### config.mk
export PLATFORM = sky130hd
export DESIGN_NAME = arb4_rr_gea1
export DESIGN_NICKNAME = d
export VERILOG_FILES = /design/src/rtl/arb4_rr_gea1.sv
export SDC_FILE = /design/constraint.sdc
export NUM_CORES = 1
export LEC_CHECK = 0
export CELL_PAD_IN_SITES_DETAIL_PLACEMENT = 1
export CELL_PAD_IN_SITES_GLOBAL_PLACEMENT = 1
export CORE_MARGIN = 3
export CORE_UTILIZATION = 30
export DETAILED_ROUTE_END_ITERATION = 10
export PLACE_DENSITY = 0.66
export SLEW_MARGIN = 30
export SYNTH_ARGS = -nofsm -noshare
export SYNTH_HDL_FRONTEND = slang
export SYNTH_SLANG_ARGS = --single-unit
### constraint.sdc
create_clock -name clk -period 2 [get_ports clk]
set_input_delay 0.3 -clock clk [delete_from_list [all_inputs] [get_ports clk]]
set_output_delay 0.3 -clock clk [all_outputs]
set_load 0.01 [all_outputs]
### src/rtl/arb4_rr_gea1.sv
`default_nettype none
// ============================================================================
// Module   : arb4_rr_gea1
// Brief    : Four-requester round-robin arbiter with a registered one-hot grant.
//            Optional hold-timeout watchdog enabled by ARB4_RR_TIMEOUT_EN.
// Revision : 1.0
// ============================================================================
module arb4_rr_gea1 #(
    parameter int HOLD_MAX = 255,
    parameter int CNT_W    = 8
) (
    input  logic       clk,
    input  logic       rst_n,
    input  logic [3:0] req,
    input  logic       done,
    output logic [3:0] gnt,
    output logic       gnt_vld,
    output logic [1:0] gnt_id,
    output logic       timeout
);

    typedef enum logic [0:0] {
        ST_IDLE = 1'b0,
        ST_BUSY = 1'b1
    } state_t;

    state_t     r_state;
    logic [1:0] r_ptr;
    logic [3:0] r_gnt;
    logic       r_gnt_vld;
    logic [1:0] r_gnt_id;

    logic       w_found;
    logic [1:0] w_winner;
    logic [1:0] w_idx;

    // First set request bit scanning upward from the rotating pointer.
    always_comb begin
        w_found  = 1'b0;
        w_winner = r_ptr;
        w_idx    = r_ptr;
        for (int i = 0; i < 4; i++) begin
            w_idx = r_ptr + 2'(i);
            if (!w_found && req[w_idx]) begin
                w_found  = 1'b1;
                w_winner = w_idx;
            end
        end
    end

`ifdef ARB4_RR_TIMEOUT_EN
    logic [CNT_W-1:0] r_hold_cnt;
    logic             r_timeout;
    logic             w_expire;

    assign w_expire = (r_hold_cnt == CNT_W'(HOLD_MAX - 1));
    assign timeout  = r_timeout;
`else
    logic w_unused_cfg;

    assign w_unused_cfg = ^{HOLD_MAX[0], CNT_W[0]};
    assign timeout      = 1'b0;
`endif

    always_ff @(posedge clk or negedge rst_n) begin
        if (!rst_n) begin
            r_state   <= ST_IDLE;
            r_ptr     <= 2'd0;
            r_gnt     <= 4'b0000;
            r_gnt_vld <= 1'b0;
            r_gnt_id  <= 2'd0;
`ifdef ARB4_RR_TIMEOUT_EN
            r_hold_cnt <= '0;
            r_timeout  <= 1'b0;
`endif
        end else begin
`ifdef ARB4_RR_TIMEOUT_EN
            r_timeout <= 1'b0;
`endif
            case (r_state)
                ST_IDLE: begin
                    r_gnt     <= 4'b0000;
                    r_gnt_vld <= 1'b0;
                    if (w_found) begin
                        r_gnt     <= 4'b0001 << w_winner;
                        r_gnt_vld <= 1'b1;
                        r_gnt_id  <= w_winner;
                        r_ptr     <= w_winner + 2'd1;
                        r_state   <= ST_BUSY;
`ifdef ARB4_RR_TIMEOUT_EN
                        r_hold_cnt <= '0;
`endif
                    end
                end
                ST_BUSY: begin
                    // req is ignored here; only the owner's release ends the grant.
                    if (done) begin
                        r_gnt     <= 4'b0000;
                        r_gnt_vld <= 1'b0;
                        r_state   <= ST_IDLE;
                    end
`ifdef ARB4_RR_TIMEOUT_EN
                    else if (w_expire) begin
                        r_gnt     <= 4'b0000;
                        r_gnt_vld <= 1'b0;
                        r_timeout <= 1'b1;
                        r_state   <= ST_IDLE;
                    end else begin
                        r_hold_cnt <= r_hold_cnt + 1'b1;
                    end
`endif
                end
                default: r_state <= ST_IDLE;
            endcase
        end
    end

    assign gnt     = r_gnt;
    assign gnt_vld = r_gnt_vld;
    assign gnt_id  = r_gnt_id;

endmodule
`default_nettype wire

==> metrics.txt <==
status=finished clean; WL/cell=about 14 um; FMAX=540 MHz; Sw Ratio=around a third; Post-DP HPWL=about 1100 um; Hold Buf Count CTS=0; Die H=49.0 um; final setup violation count=0; Post-Syn Area=roughly 550 um2; minimum clock period after layout=between 1.5 and 2 ns; Max-cap violations=0; H-tree lvl count=1; CTS Root Cell=clkbuf_4; Seq pwr share=34.0%; Post-synth EDFFs=0; Total Wirelength=1440 um; Die X=slightly below 50 um; Core Area=0.00161 mm2; Slew Viols, Final=0; first-pass GRT wire length=about 2600 um; Longest Clk Path Bufs=2; initial antenna violation count=0; P_sw=roughly 0.27 mW; final instance area=approximately 800 um2; RSZ-0062 raised after global routing=no; # diodes=0; reg2reg path depth=5; nets=a little under 90; internal power=0.582 mW; Setup Fix Bufs, Post-CTS=0; Placement Setup Slack=-0.101 ns; gr usage total=between 10% and 20%; Post-Synthesis Cells=51; share of the synthesized area in the top cell type=between 40% and 50%; most frequent cell after synthesis=dfrtp_1; Synth top cells by count=10 x dfrtp_1, 4 x a22o_1, 4 x ha_1, 3 x nor2_1, 3 x o21ai_0; first-pass iteration count of the detailed router=4; CP max FO=5; Logic pwr share=between 40 and 50%; GPL Wtd Cong=~0.69; Reg2Reg Capture Point=r_ptr[1]; Vias per Instance=about 4.9; Syn Area/Cell=approximately 11 um2; later-pin clock latency in the skew report=roughly 0.27 ns; CTS tree=built; Placed Cells=between 90 and 100; ys flop type=dfrtp_1; synth warn=0; layout cells sized above 1=about a quarter; LEAKAGE=0.361 nW; startpoint types=input pin; Clock Skew=between 0.005 and 0.006 ns; CTS Buf Count=3; asr flop ratio synth=100%; DRT iter0 DRCs=5; Non-Filler Instances=between 100 and 150; CP Class=input pin to flip-flop; Final Hold Fails=0; crit path DAT=~2 ns; final setup margin=0.149 ns; Post-Syn Nets=62; die area=between 0.002 and 0.0025 mm2; number of global-route vias before repair=between 500 and 600; post-synthesis sequential area ratio=between 40 and 50%; port bufs=13; Final Cycle Share=92.5%; PwrDens=a little over 1000 mW/mm2; Synth area leader=dfrtp_1; clk slew on worst S/H paths=~0.070 ns; Placed Area=around 780 um2; Synth area leaders=dfrtp_1 45%, ha_1 9.0%, a22o_1 6.3%; maximum VDD drop=approximately 0.57 mV; num rows=14; largest net degree at the start of global routing=11; Area Growth Syn to Fin=47.6%; CTS resizes=0; clock share of power=a little over a fifth; Worst setup EP type=flip-flop; worst r2r src=r_ptr[1]; DRC=0; Hold Crit Class=input pin to async pin; worst path required time=about 2.2 ns; DRT antenna net count=0; Yosys cell types=29; Initial Utilization=between 30% and 40%; R2R Setup Slk=between 0.3 and 0.4 ns; synthesized flop and latch total=10; CTS sink cnt=10; global route overflow=0; # IOs=15; total number of vias=490
==> layer usage <==
metal / routed length [um] / global-route usage, % / vias up
met5: 0 / 0 / -
met4: 0 / 2.84 / 0
met3: 41 / 4.89 / 0
met2: 736 / 23.1 / 10
met1: 666 / 17.7 / 240
li1: - / - / 240
==> state kept, by name, indices dropped and copies added, names as in the netlist <==
register and flops:
gnt 4, gnt_id 2, r_ptr 2, gnt_vld 1, r_state 1
==> power groups by stage <==
stage               registers (mW)  clock network (mW)  logic, mW
finish                       0.288               0.180      0.380
global route                 0.296               0.201      0.416
CTS                          0.289               0.189      0.383
detailed placement           0.291                   0      0.378
global placement             0.292                   0      0.374
floorplan                    0.313                   0      0.156
==> area by class of cell <==
class,count,area [um2]
multi-input cells,39,293
fillers,188,793
inverters,1,3.75
clock buffers,4,36.3
well taps,24,30.0
flip-flops and latches,10,250
repair buffers,23,205
==> through the flow <==
step                hold WS [ns]  utilization (%)  setup TNS [ns]  total power, mW
global route               0.374             50.8               0            0.913
CTS                        0.367             50.8               0            0.861
floorplan                0.00441                -               0            0.469
finish                     0.346             50.8               0            0.849
detailed placement         0.475             48.5          -0.297            0.669
global placement           0.470             48.5          -0.113            0.666
==> cell usage in the layout (no fill, tap or decap), types with 2 or more instances in the layout <==
| master | netlist | routed |
|---|---|---|
| clkdlybuf4s50_1 | 0 | 13 |
| dfrtp_1 | 10 | 10 |
| buf_4 | 1 | 10 |
| a22o_1 | 4 | 4 |
| ha_1 | 4 | 4 |
| nor2_1 | 3 | 3 |
| o21ai_0 | 3 | 3 |
| clkbuf_4 | 0 | 3 |
| nor2b_1 | 2 | 2 |
| or3_1 | 2 | 2 |
| a21oi_1 | 2 | 2 |
==> worst max-delay path, stage by stage <==
cell and delay, ns:
clkdlybuf4s50_1 0.54, or2b_1 0.26, a21oi_2 0.23, nor3_1 0.11, ha_1 0.31, mux2_4 0.25
==> kinds of logic after synthesis <==
family / after synthesis / synth area share, %
AND/OR/NAND/NOR: 17 / 19.4
other: 1 / 0.677
multiplexers: 1 / 2.71
adder cells (fa/ha/maj): 4 / 9.03
flip-flops: 10 / 45.1
buffers and inverters: 2 / 2.03
AO/OA/AOI/OAI: 16 / 21.0
==> worst max path at each step <==
stage | startpoint | endpoint | slack [ns]
4_1_cts | req[2] | r_ptr[1] | 0.18
5_1_grt | req[2] | r_ptr[1] | 0.09
2_1_floorplan | r_ptr[1] | r_ptr[1] | 0.40
6_report | req[2] | r_ptr[1] | 0.15
3_5_place_dp | req[2] | r_ptr[1] | -0.10
3_3_place_gp | req[2] | r_ptr[1] | -0.06
Power figures use the tool's default switching activity.
